[config.mk]
export PLATFORM = sky130hd
export DESIGN_NAME = cpu_writeback_arbiter
export DESIGN_NICKNAME = d
export VERILOG_FILES = /design/src/rtl/cpu_writeback_arbiter_pkg.sv /design/src/rtl/cpu_writeback_fifo.sv /design/src/rtl/cpu_writeback_arbiter.sv
export SDC_FILE = /design/constraint.sdc
export NUM_CORES = 1
export LEC_CHECK = 0
export CAP_MARGIN = 0
export CORE_MARGIN = 3
export CORE_UTILIZATION = 52
export DETAILED_ROUTE_END_ITERATION = 10
export GPL_TIMING_DRIVEN = 1
export MAX_ROUTING_LAYER = met4
export PLACE_DENSITY_LB_ADDON = 0.15
export SLEW_MARGIN = 5
export SYNTH_ARGS = -nofsm -noshare
export SYNTH_HDL_FRONTEND = slang
export SYNTH_HIERARCHICAL = 1
export SYNTH_SLANG_ARGS = --single-unit
[constraint.sdc]
create_clock -name i_clock -period 7.95 [get_ports i_clock]
set_input_delay 1.59 -clock i_clock [delete_from_list [all_inputs] [get_ports i_clock]]
set_output_delay 1.59 -clock i_clock [all_outputs]
set_load 0.02 [all_outputs]
[src/rtl/cpu_writeback_arbiter_pkg.sv]
// Shared types and helpers for the register-file writeback arbiter.
package cpu_writeback_arbiter_pkg;

  localparam int unsigned REG_COUNT = 32;
  localparam int unsigned RD_W      = 5;
  localparam int unsigned DATA_W    = 32;

  // One buffered long-latency-unit result.
  typedef struct packed {
    logic [RD_W-1:0]   rd;
    logic [DATA_W-1:0] data;
  } lu_result_t;

  // One-hot register mask for rd; r0 is never a real destination, so bit 0 stays clear.
  function automatic logic [REG_COUNT-1:0] rd_onehot(input logic [RD_W-1:0] rd);
    logic [REG_COUNT-1:0] mask;
    mask    = '0;
    mask[rd] = 1'b1;
    mask[0] = 1'b0;
    return mask;
  endfunction

endpackage

[src/rtl/cpu_writeback_fifo.sv]
// Small synchronous FIFO of LU results with wrap-bit pointers. Besides the head it
// exposes the post-update (next-state) entry view so a registered copy of any mask
// derived from it lines up with the stored contents.
module cpu_writeback_fifo
  import cpu_writeback_arbiter_pkg::*;
#(
  parameter int unsigned DEPTH = 4
) (
  input  logic                      clk_i,
  input  logic                      rst_ni,
  input  logic                      push_i,
  input  logic                      pop_i,
  input  lu_result_t                wdata_i,
  output lu_result_t                rdata_o,
  output logic                      empty_o,
  output logic [$clog2(DEPTH):0]    count_o,
  output logic [DEPTH-1:0]          next_valid_o,
  output logic [DEPTH*RD_W-1:0]     next_rd_o
);

  localparam int unsigned AW = $clog2(DEPTH);

  logic [AW:0] wr_ptr_q, wr_ptr_d;
  logic [AW:0] rd_ptr_q, rd_ptr_d;
  logic [AW:0] count_next;
  lu_result_t  mem_q [DEPTH];
  lu_result_t  mem_d [DEPTH];
  logic        full;
  logic        do_push;
  logic        do_pop;

  assign full    = (wr_ptr_q[AW] != rd_ptr_q[AW]) && (wr_ptr_q[AW-1:0] == rd_ptr_q[AW-1:0]);
  assign empty_o = (wr_ptr_q == rd_ptr_q);
  assign count_o = wr_ptr_q - rd_ptr_q;
  assign rdata_o = mem_q[rd_ptr_q[AW-1:0]];
  assign do_push = push_i && !full;
  assign do_pop  = pop_i && !empty_o;

  // Next pointers and storage contents.
  always_comb begin
    wr_ptr_d = wr_ptr_q;
    rd_ptr_d = rd_ptr_q;
    for (int i = 0; i < DEPTH; i++) mem_d[i] = mem_q[i];
    if (do_push) begin
      mem_d[wr_ptr_q[AW-1:0]] = wdata_i;
      wr_ptr_d = wr_ptr_q + 1'b1;
    end
    if (do_pop) rd_ptr_d = rd_ptr_q + 1'b1;
  end

  // Next-state entry view: slot i is live when its offset from the new head is below the new count.
  always_comb begin
    logic [AW-1:0] off;
    count_next   = wr_ptr_d - rd_ptr_d;
    next_valid_o = '0;
    next_rd_o    = '0;
    for (int i = 0; i < DEPTH; i++) begin
      off = i[AW-1:0] - rd_ptr_d[AW-1:0];
      next_valid_o[i]          = ({1'b0, off} < count_next);
      next_rd_o[i*RD_W +: RD_W] = mem_d[i].rd;
    end
  end

  // Pointer and storage state.
  always_ff @(posedge clk_i or negedge rst_ni) begin
    if (!rst_ni) begin
      wr_ptr_q <= '0;
      rd_ptr_q <= '0;
      for (int i = 0; i < DEPTH; i++) mem_q[i] <= '0;
    end else begin
      wr_ptr_q <= wr_ptr_d;
      rd_ptr_q <= rd_ptr_d;
      for (int i = 0; i < DEPTH; i++) mem_q[i] <= mem_d[i];
    end
  end

endmodule

[src/rtl/cpu_writeback_arbiter.sv]
// Register-file write-port arbiter: the in-order pipeline wins every cycle it has a result,
// buffered long-latency-unit results fill idle slots, and a wait counter forces a one-cycle
// pipeline stall so the buffer head can never starve.
module cpu_writeback_arbiter
  import cpu_writeback_arbiter_pkg::*;
#(
  parameter int unsigned DEPTH    = 4,
  parameter int unsigned MAX_WAIT = 8
) (
  input  logic        i_clock,
  input  logic        i_reset,
  input  logic        i_pipe_strobe,
  input  logic [4:0]  i_pipe_rd,
  input  logic [31:0] i_pipe_data,
  output logic        o_pipe_stall,
  input  logic        i_lu_valid,
  output logic        o_lu_ready,
  input  logic [4:0]  i_lu_rd,
  input  logic [31:0] i_lu_data,
  output logic        o_wr_enable,
  output logic [4:0]  o_wr_rd,
  output logic [31:0] o_wr_data,
  output logic [31:0] o_pending,
  output logic [63:0] o_retired
);

  localparam int unsigned CW = $clog2(DEPTH) + 1;
  localparam int unsigned WW = $clog2(MAX_WAIT + 1);

  logic                   last_strobe_q;
  logic                   wr_en_q, wr_en_d;
  logic [4:0]             wr_rd_q, wr_rd_d;
  logic [31:0]            wr_data_q, wr_data_d;
  logic [63:0]            retired_q, retired_d;
  logic [WW-1:0]          wait_q, wait_d;
  logic [REG_COUNT-1:0]   pending_q, pending_d;

  lu_result_t             push_data;
  lu_result_t             head;
  logic                   fifo_empty;
  logic [CW-1:0]          fifo_count;
  logic [DEPTH-1:0]       next_valid;
  logic [DEPTH*RD_W-1:0]  next_rd;

  logic                   pipe_event;
  logic                   push;
  logic                   pop;
  logic                   grant;
  logic [4:0]             grant_rd;
  logic [31:0]            grant_data;

  assign pipe_event     = i_pipe_strobe ^ last_strobe_q;
  assign o_lu_ready     = (fifo_count != CW'(DEPTH));
  assign push           = i_lu_valid && o_lu_ready;
  assign pop            = !pipe_event && !fifo_empty;
  assign push_data.rd   = i_lu_rd;
  assign push_data.data = i_lu_data;
  assign o_pipe_stall   = (wait_q == WW'(MAX_WAIT));

  assign o_wr_enable = wr_en_q;
  assign o_wr_rd     = wr_rd_q;
  assign o_wr_data   = wr_data_q;
  assign o_retired   = retired_q;
  assign o_pending   = pending_q;

  cpu_writeback_fifo #(
    .DEPTH (DEPTH)
  ) u_fifo (
    .clk_i        (i_clock),
    .rst_ni       (i_reset),
    .push_i       (push),
    .pop_i        (pop),
    .wdata_i      (push_data),
    .rdata_o      (head),
    .empty_o      (fifo_empty),
    .count_o      (fifo_count),
    .next_valid_o (next_valid),
    .next_rd_o    (next_rd)
  );

  // Grant selection and registered write-port / retire-counter next state.
  always_comb begin
    grant      = pipe_event || pop;
    grant_rd   = pipe_event ? i_pipe_rd : head.rd;
    grant_data = pipe_event ? i_pipe_data : head.data;
    wr_en_d    = grant && (grant_rd != 5'd0);
    wr_rd_d    = grant ? grant_rd : wr_rd_q;
    wr_data_d  = grant ? grant_data : wr_data_q;
    retired_d  = retired_q + 64'(grant);
  end

  // Head-wait counter: resets on pop or empty, saturates at MAX_WAIT.
  always_comb begin
    wait_d = wait_q;
    if (pop || fifo_empty) begin
      wait_d = '0;
    end else if (wait_q != WW'(MAX_WAIT)) begin
      wait_d = wait_q + 1'b1;
    end
  end

  // Pending-rd mask over the post-update FIFO contents.
  always_comb begin
    pending_d = '0;
    for (int i = 0; i < DEPTH; i++) begin
      if (next_valid[i]) pending_d = pending_d | rd_onehot(next_rd[i*RD_W +: RD_W]);
    end
  end

  // Arbiter state registers.
  always_ff @(posedge i_clock or negedge i_reset) begin
    if (!i_reset) begin
      last_strobe_q <= 1'b0;
      wr_en_q       <= 1'b0;
      wr_rd_q       <= '0;
      wr_data_q     <= '0;
      retired_q     <= '0;
      wait_q        <= '0;
      pending_q     <= '0;
    end else begin
      last_strobe_q <= i_pipe_strobe;
      wr_en_q       <= wr_en_d;
      wr_rd_q       <= wr_rd_d;
      wr_data_q     <= wr_data_d;
      retired_q     <= retired_d;
      wait_q        <= wait_d;
      pending_q     <= pending_d;
    end
  end

  // The pipeline must hold its strobe while stalled; the grant still goes to the pipe if not.
  stall_no_toggle : assert property (
    @(posedge i_clock) disable iff (!i_reset) o_pipe_stall |-> !pipe_event
  );

endmodule

==> results of run 1 <==
[layout make-up]
cell class	count	share of cell area
timing repair buffer	218	0.1228
sequential	292	0.4109
clock buffer	53	0.05993
tap	341	0.02399
inverter	20	0.004221
multi-input combinational	701	0.3708
clock inverter	10	0.007245
[critical path: stages]
cell	delay, ns
clkdlybuf4s50_1	0.61
xor2_4	0.17
nor2_1	0.08
o21ai_2	0.09
mux2i_1	0.45
inv_1	0.12
fa_1	0.57
ha_1	0.33
a21boi_0	0.13
o21ai_1	0.25
nor3b_1	0.84
a22oi_1	0.21
o221ai_1	0.12
[power breakdown]
group | switching, mW | internal [mW]
sequential | 0.316 | 2.06
clock | 0.609 | 1.02
combinational | 2.17 | 2.02
total | 3.10 | 5.11
[cells by family (layout without fill, tap and decap cells)]
family	Yosys count	after routing	synth area share
flops	292	292	0.5083
buf+inv	67	301	0.03473
other cells	1	1	0.0002608
fa+ha+maj	17	17	0.01584
xor+xnor	74	74	0.04735
compound gates	114	114	0.05248
simple gates	270	270	0.1079
mux	225	225	0.2332
[path summary, 6_finish.rpt]
path                                                     end  slack, ns  cells after the start
worst max-delay path                  o_pending[8]$_DFF_PN0_       2.82                     13
worst min-delay path                 o_retired[63]$_DFF_PN0_       0.47                      1
worst max register to register        o_pending[8]$_DFF_PN0_       2.90                     18
worst min register to register       o_retired[63]$_DFF_PN0_       0.47                      1
max in group asynchronous       u_fifo/rd_ptr_q[1]$_DFF_PN0_       5.33                      2
min in group asynchronous          o_wr_data[18]$_DFFE_PN0N_       1.07                      1
[synth_stat cells, drive strengths merged (4+ instances only)]
master  number  area, µm²
a22oi        6      45.04
nand3b      11      82.58
xor2        33      289.0
nand2       80      367.9
xnor2       40      369.1
nor4         8      101.3
ha          15      187.7
buf         31      364.1
a221o       14      141.4
dfrtp      292       7307
and3b        6      52.55
or2          4      25.03
o22ai       14      87.58
or3b         6      52.55
mux2       149       2128
clkbuf      16      60.06
nor2        49      183.9
nand3       29      145.1
and3         9      56.30
and4         7      61.31
mux4        37      833.3
a21oi       15      75.07
inv         20      75.07
mux2i       39      390.4
o211ai       4      30.03
nor3        20      135.1
nor3b       10      75.07
nand4       18      112.6
o21ai       43      222.7
o221ai      13      113.9
or3          8      55.05
[per-layer routing]
metal,GRT usage,wire length [µm],up-vias
met5,-,0,-
met3,0.03932,2013,64
met2,0.3598,15810,319
met4,0.06352,738,0
li1,-,-,4269
met1,0.3299,15290,4798
[stage by stage]
step	cells	power (mW)	area (µm²)	hold slack, ns	worst slack [ns]
finish	1635	8.207	17790	0.4709	2.817
global route	1635	8.682	17790	0.4868	2.564
CTS	1635	8.219	17790	0.4732	2.943
detailed placement	1572	6.548	16590	0.4615	2.441
global placement	1572	6.454	16590	0.4621	2.547
floorplan	1060	5.460	14380	0.4738	2.848
==> results.md, run 1 <==
* Ant diodes at 0
* Crit path kind: in2reg
* Hold-fix buffers, CTS at 0
* Leakage at 7.928 nW
* Synthesis warning total at 6
* Most frequent cells in the layout: dfrtp_1, clkdlybuf4s50_1, mux2_4
* Sequential share of the synthesized area at 0.5083
* Unrepaired setup endpoints after global routing: no
* Vias in the first global route at 9,819
* Commonest non-fill, non-tap cell in the layout: dfrtp_1
* Setup crit start: i_pipe_strobe
* Via count at 9,450
* CP startpoint kind: input pin
* IO buf count at 212
* Mapped Avg Cell Area at 13.56 µm²
* Die Ht at 172.3 µm
* Syn nets at 1,155
* CTS tree: done
* Initial antenna violation count at 0
* Die width at 172.3 µm
* Drt first pass iters at 4
* Hpwl dp at 21,920 µm
* Total wire length at 33,850 µm
* Status: completed
* Crit path required time at 8.37 ns
* Nets at 1,363
* Root Buffer: clkbuf_16
* Cell Area, Synth at 14,380 µm²
* Critical Path End Type: flip-flop
* Clock buffer depth at 3
* Drc violations at 0
* Ys async rst share at 1.000
* Global-route wire length before repair at 53,740 µm
* CTS buffer count at 35
* Final hold viol count at 0
* Global route overflow at 0
* Core area at 27,030 µm²
* Filler instances at 2,013
* Routability cong. at 0.8765
* CP Max Fanout at 7
* DR WL/cell at 20.71 µm
* Yosys cell types at 59
* Worst r2r src: u_fifo/wr_ptr_q[0]$_DFF_PN0_
* Synth Register Bits at 292
* Htree depth at 2
* FF/Latch Area at 7310 µm²
* EDFF count, synth at 0
* Ratio of cells with drive above 1 in the final layout at 0.2210
* DR iter-0 viols at 640
* Slew @ Worst Pin at 1.062 ns
* Fin Clk Skew at 0.01536 ns
* F_max at 194.8 MHz
* Fin crit share at 0.6456
* Max Cap Violations at 0
* Worst-skew pair later-pin latency at 0.50 ns
* Worst VDD drop at 0.3763 mV
* Setup Fix Bufs, Post-CTS at 0
* Setup TNS Final at 0 ns
* Worst path arrival time at 5.55 ns
* Multi-input gate area at 6596 µm²
* Initial Utilization at 0.5319
* Min Tclk post-route at 5.133 ns
* Final setup viols at 0
* Number of I/O pins at 214
* Gr usage total at 0.2350
* HP Start: o_retired[63]$_DFF_PN0_
* Fin. max-slew vios at 0
* Layout Area Growth over Synthesis at 23.73%
* ANT nets after route at 0
* Pwr dens at 461.4 nW/µm²
* Post_cts resized at 0
* Max transition margin at 0.2854
* Largest net degree at the start of global routing at 131
* CTS sink count at 292
* Min-delay worst type: reg2reg
* Die footprint at 29,680 µm²
* Cells after synthesis at 1,060
* Post-layout util at 0.6581
* Clk slew on worst S/H paths at 0.06 ns
* Std cell rows at 60
* Via density at 5.780
* Dominant synthesized flop cell: dfrtp_1
Note: power is estimated with default switching activity, not from simulation.
==> run 2, diff against run 1 <==
CORE_UTILIZATION = 50   (was 52)
clock period = 4.4 ns   (was 7.95 ns; I/O delays follow)
==> results.md, run 2 (synthesized netlist as in run 1, its figures left out) <==
* Status: completed
* IO buf count at 212 (unchanged)
* Initial antenna violation count at 1 (+1)
* Vias in the first global route at 9,800 (-0.19%)
* Pwr dens at 836.9 nW/µm² (+81%)
* Fin Clk Skew at 0.01479 ns (-0.0005726 ns)
* Largest net degree at the start of global routing at 112 (-15%)
* Setup Fix Bufs, Post-CTS at 0 (unchanged)
* WL met3 at 2081 µm (+3.4%)
* Post_cts resized at 0 (unchanged)
* Via density at 5.617 (-2.8%)
* Global route overflow at 0 (unchanged)
* Worst path arrival time at 4.55 ns (-1.00 ns)
* CTS tree: done
* Initial Utilization at 0.5118 (-0.02009)
* Worst-skew pair later-pin latency at 0.50 ns (about the same)
* ANT nets after route at 0 (unchanged)
* Worst-case reg-to-reg path depth at 19 (+1)
* P_sw at 5.544 mW (+79%)
* Critical Path End Type: flip-flop
* CP Max Fanout at 7 (unchanged)
* Core area at 28,090 µm² (+3.9%)
* Clock network fraction of design power at 0.189 (-0.010)
* Total wire length at 34,140 µm (+0.86%)
* Fin. max-slew vios at 0 (unchanged)
* CP startpoint kind: flip-flop
* Max transition margin at 0.4036 (+0.1183)
* Drc violations at 0 (unchanged)
* Met2 WL at 15,740 µm (-0.46%)
* DR WL/cell at 20.26 µm (-2.1%)
* Hpwl dp at 23,080 µm (+5.3%)
* Clock buffer depth at 3 (unchanged)
* Die footprint at 30,820 µm² (+3.9%)
* Die width at 175.6 µm (+1.9%)
* Share of power burned in registers at 0.286 (-0.004)
* Global-route wire length before repair at 55,590 µm (+3.5%)
* Min Tclk post-route at 4.137 ns
* Power after layout at 15.03 mW (+83%)
* Ratio of cells with drive above 1 in the final layout at 0.2351 (+0.01405)
* Most frequent cells in the layout: dfrtp_1, clkdlybuf4s50_1, mux2_4
* Wl on met1 at 15,770 µm (+3.1%)
* Via count at 9,465 (+0.16%)
* Fin crit share at 0.9403
* Final hold viol count at 0 (unchanged)
* Setup slack, reg-to-reg at 0.26 ns (-2.64 ns)
* Htree depth at 2 (unchanged)
* Nets at 1,383 (+1.5%)
* Leakage at 7.998 nW (+0.87%)
* Crit path required time at 4.81 ns (-3.56 ns)
* DR iter-0 viols at 592 (-7.5%)
* Design internal power at 9.487 mW (+86%)
* Hold-fix buffers, CTS at 0 (unchanged)
* Top layer in use: met4
* Clk slew on worst S/H paths at 0.06 ns (about the same)
* Drt first pass iters at 6 (+2)
* Max Cap Violations at 0 (unchanged)
* Gr usage total at 0.2305 (-0.004541)
* Std cell rows at 61 (+1.7%)
* Commonest non-fill, non-tap cell in the layout: dfrtp_1
* Min-delay worst type: in2async
* CTS sink count at 292 (unchanged)
* Unrepaired setup endpoints after global routing: no
* Layout Area Growth over Synthesis at 24.94%
* Slew @ Worst Pin at 0.8945 ns (-0.1676 ns)
* Routability cong. at 0.8375 (-4.4%)
* Root Buffer: clkbuf_16
* CTS buffer count at 34 (-2.9%)
* Worst VDD drop at 0.5812 mV (+54%)
* Sw Share at 0.3689 (-0.008441)
* F_max at 241.7 MHz
* Combinational power share at 0.525 (+0.014)
* Setup TNS Final at 0 ns (unchanged)
* Final setup viols at 0 (unchanged)
* Crit path kind: reg2reg
* Number of I/O pins at 214 (unchanged)
* Reg-to-reg endpoint: o_pending[4]$_DFF_PN0_
* Worst r2r src: u_fifo/wr_ptr_q[0]$_DFF_PN0_
* Die Ht at 175.6 µm (+1.9%)
## run 2: cell count changes in the layout (fill, tap and decap cells not counted), sizes merged
cell    change
diode       +1
buf        +21
clkbuf      -8
clkinv      -1
inv         -1
bufinv      +1
## run 2: cell type report
| type | instances | area, µm² |
|---|---|---|
| clock buffer | 45 | 985.9 |
| tap | 378 | 473.0 |
| multi-input combinational | 701 | 6616 |
| antenna | 1 | 2.502 |
| inverter | 20 | 75.07 |
| fill | 2222 | 10120 |
| clock inverter | 9 | 145.1 |
| sequential | 292 | 7310 |
| timing repair buffer | 239 | 2355 |
## run 2: how the worst max path moves through the flow
stage | startpoint | depth (start not counted) | slack [ns] | end
floorplan | u_fifo/wr_ptr_q[0]$_DFF_PN0_ | 20 | 0.03 | o_pending[24]$_DFF_PN0_
global placement | i_pipe_strobe | 14 | 0.12 | o_pending[7]$_DFF_PN0_
detailed placement | i_pipe_strobe | 14 | 0.06 | o_pending[7]$_DFF_PN0_
CTS | u_fifo/wr_ptr_q[0]$_DFF_PN0_ | 19 | 0.25 | o_pending[7]$_DFF_PN0_
global route | u_fifo/wr_ptr_q[0]$_DFF_PN0_ | 18 | 0.001 | o_pending[12]$_DFF_PN0_
finish | u_fifo/wr_ptr_q[0]$_DFF_PN0_ | 19 | 0.26 | o_pending[4]$_DFF_PN0_
## run 2: through the flow
step	std cells	utilization	hold slack, ns	setup slack, ns	cell area, µm²
floorplan	1060	-	0.4738	0.03398	14390
global placement	1630	0.5986	0.4710	0.1155	16810
detailed placement	1630	0.5986	0.4706	0.05677	16810
CTS	1684	0.6389	0.4812	0.2509	17940
global route	1685	0.6395	0.5057	0.001137	17960
finish	1685	0.6395	0.4331	0.2629	17960
## run 2: metal layers
layer	up-vias	track usage
li1	4327	-
met1	4778	0.3323
met2	317	0.3461
met3	43	0.03761
met4	0	0.05576
met5	-	-
## run 2: power groups by stage
stage          clock [mW]  sequential [mW]  combinational (mW)
6_report             2.84             4.30                7.89
5_1_grt              3.02             4.42                8.55
4_1_cts              2.92             4.29                7.85
3_5_place_dp            0             4.32                7.81
3_3_place_gp            0             4.29                7.70
2_1_floorplan           0             4.48                5.41
## run 2: critical path, stage by stage (launching register included)
cell and delay [ns]:
dfrtp_1 0.35, inv_1 0.08, ha_1 0.21, fa_1 0.47, inv_1 0.04, nor2_1 0.09, nand2_1 0.07, and2_1 0.17
o21a_2 0.17, xnor2_4 0.18, inv_2 0.07, nor2_1 0.13, fa_2 0.50, ha_1 0.30, a21oi_1 0.03, o21ai_0 0.28
or3b_2 0.59, nor2_1 0.14, a21oi_1 0.05, o211ai_1 0.12
==> run 3, diff against run 2 <==
CELL_PAD_IN_SITES_DETAIL_PLACEMENT = 2   (was not set)
CELL_PAD_IN_SITES_GLOBAL_PLACEMENT = 2   (was not set)
CORE_UTILIZATION = 34   (was 50)
==> results.md, run 3 (synthesized netlist as in run 1, its figures left out) <==
* Vias in the first global route at 11,040 (+13%)
* CTS tree: done
* Worst path slowest cell: fa_1
* Max incr delay on CP at 0.48 ns (-0.11 ns)
* Core area at 41,290 µm² (+47%)
* Filler instances at 4,074 (+83%)
* Fin Clk Skew at 0.01915 ns (+0.004361 ns)
* Initial Utilization at 0.3481 (-0.1637)
* Nets at 1,393 (+0.72%)
* Die footprint at 44,790 µm² (+45%)
* Max transition margin at 0.4159 (+0.01222)
* Pwr dens at 855.4 nW/µm² (+2.2%)
* Drc violations at 0 (unchanged)
* Cell Chain, Critical Path: inv_1, ha_1, fa_1, inv_1, nor2_1, nand2_1, and2_1, o21a_2, xnor2_4, inv_2, nor2_2, fa_2, ha_1, a21boi_1, o21ai_2, buf_4, nand2_1, or2_4, nor2_1, a21oi_1, o211ai_1
* Std cell rows at 74 (+21%)
* Die width at 211.6 µm (+21%)
* Slew @ Worst Pin at 0.8762 ns (-0.01833 ns)
* Post-route cell area at 18,250 µm² (+1.6%)
* ANT nets after route at 0 (unchanged)
* Die Ht at 211.6 µm (+21%)
* CP startpoint kind: flip-flop
* Worst-skew pair later-pin latency at 0.55 ns (+0.05 ns)
* Global route overflow at 0 (unchanged)
* CP Max Fanout at 5 (-2)
* DR iter-0 viols at 366 (-38%)
* Max Cap Violations at 0 (unchanged)
* Critical Path End Type: flip-flop
* Gr usage total at 0.2004 (-0.03008)
* Ratio of cells with drive above 1 in the final layout at 0.2457 (+0.01060)
* Most frequent cells in the layout: dfrtp_1, clkdlybuf4s50_1, mux2_4
* Root Buffer: clkbuf_16
* Via count at 9,700 (+2.5%)
* Layout Area Growth over Synthesis at 26.95%
* Hold-fix buffers, CTS at 0 (unchanged)
* CTS buffer count at 37 (+8.8%)
* Unrepaired setup endpoints after global routing: no
* Worst r2r src: u_fifo/wr_ptr_q[0]$_DFF_PN0_
* Placed Area at 17,060 µm² (+1.5%)
* Initial antenna violation count at 1 (unchanged)
* Fin crit share at 0.9349 (-0.005356)
* Hpwl dp at 29,140 µm (+26%)
* Commonest non-fill, non-tap cell in the layout: dfrtp_1
* Worst-case reg-to-reg path depth at 21 (+2)
* Drt first pass iters at 4 (-2)
* Global-route wire length before repair at 67,880 µm (+22%)
* DP Worst Slack at -0.1225 ns (-0.1793 ns)
* Fin. max-slew vios at 0 (unchanged)
* Largest net degree at the start of global routing at 96 (-14%)
* Number of I/O pins at 214 (unchanged)
* Min Tclk post-route at 4.114 ns (-0.02357 ns)
* Htree depth at 2 (unchanged)
* Worst path arrival time at 4.58 ns (+0.03 ns)
* Setup slack, reg-to-reg at 0.29 ns (+0.02 ns)
* Reg-to-reg endpoint: o_pending[10]$_DFF_PN0_
* IO buf count at 212 (unchanged)
* Critical path's top delay family: adder cells
* Hold WS at 0.3593 ns (-0.07388 ns)
* Routability cong. at 0.8234 (-1.7%)
* Via density at 5.215 (-7.2%)
* CTS sink count at 292 (unchanged)
* Total wire length at 42,730 µm (+25%)
* Final setup viols at 0 (unchanged)
* Setup crit start: u_fifo/wr_ptr_q[0]$_DFF_PN0_
* Clock buffer depth at 3 (unchanged)
* Buf/Inv on CP at 4 (+1)
* Setup Fix Bufs, Post-CTS at 0 (unchanged)
* Status: completed
* DR WL/cell at 22.97 µm (+13%)
* Crit path kind: reg2reg
* Worst VDD drop at 0.3995 mV (-31%)
* F_max at 243.1 MHz (+0.57%)
* Min-delay worst type: in2async
* Post-layout util at 0.4420 (-0.1975)
* Power after layout at 15.61 mW (+3.9%)
* Clk slew on worst S/H paths at 0.06 ns (about the same)
* Final hold viol count at 0 (unchanged)
* Worst setup margin at 0.2865 ns (+0.02357 ns)
* Leakage at 8.063 nW (+0.81%)
* Crit path required time at 4.86 ns (+0.05 ns)
## run 3: cell type report
cell class,instances,area [µm²],area share
multi-input combinational,701,6624,0.3629
timing repair buffer,246,2407,0.1319
inverter,20,75.07,0.004113
sequential,292,7310,0.4005
tap,532,665.6,0.03647
antenna,1,2.502,0.0001371
clock buffer,53,1066,0.05841
clock inverter,15,101.3,0.005553
## run 3: how the worst max path moves through the flow
| stage | to | slack [ns] | cells past startpoint |
|---|---|---|---|
| 2_1_floorplan | o_pending[24]$_DFF_PN0_ | 0.03 | 20 |
| 3_3_place_gp | o_pending[4]$_DFF_PN0_ | -0.02 | 14 |
| 3_5_place_dp | o_pending[4]$_DFF_PN0_ | -0.12 | 14 |
| 4_1_cts | o_pending[12]$_DFF_PN0_ | 0.06 | 18 |
| 5_1_grt | o_pending[9]$_DFF_PN0_ | 0.002 | 20 |
| 6_report | o_pending[10]$_DFF_PN0_ | 0.29 | 21 |
## run 3: layer usage
metal  track usage  share of wire  up-vias
li1              -              -     4348
met1        0.2684           0.46     5104
met2        0.3244           0.48      194
met3       0.03216          0.036       54
met4       0.04273          0.017        0
met5             -              0        -
## run 3: worst register-to-register path, cell delays in order (launching register included)
cell and delay, ns:
dfrtp_1 0.36, inv_1 0.08, ha_1 0.21, fa_1 0.48, inv_1 0.04, nor2_1 0.10
nand2_1 0.08, and2_1 0.18, o21a_2 0.17, xnor2_4 0.17, inv_2 0.09, nor2_2 0.12
fa_2 0.48, ha_1 0.30, a21boi_1 0.13, o21ai_2 0.21, buf_4 0.18, nand2_1 0.08
or2_4 0.27, nor2_1 0.11, a21oi_1 0.05, o211ai_1 0.11
## run 3: power by group
group          switching [mW]  internal, mW  total [mW]
registers               0.612          3.73        4.34
clock network            1.21          1.70        2.91
logic                    4.26          4.11        8.36
## run 3: repair_timing
action | CTS | global route
hold endpoints to repair | 0 | 0
gates resized for setup | 1 | 11
endpoints found under the setup margin | 1 | 28
pin swaps | 0 | 2
## run 3: stage by stage
step                setup TNS (ns)  cells
finish                           0   1860
global route                     0   1860
CTS                              0   1859
detailed placement         -0.2714   1791
global placement          -0.04333   1791
floorplan                        0   1060
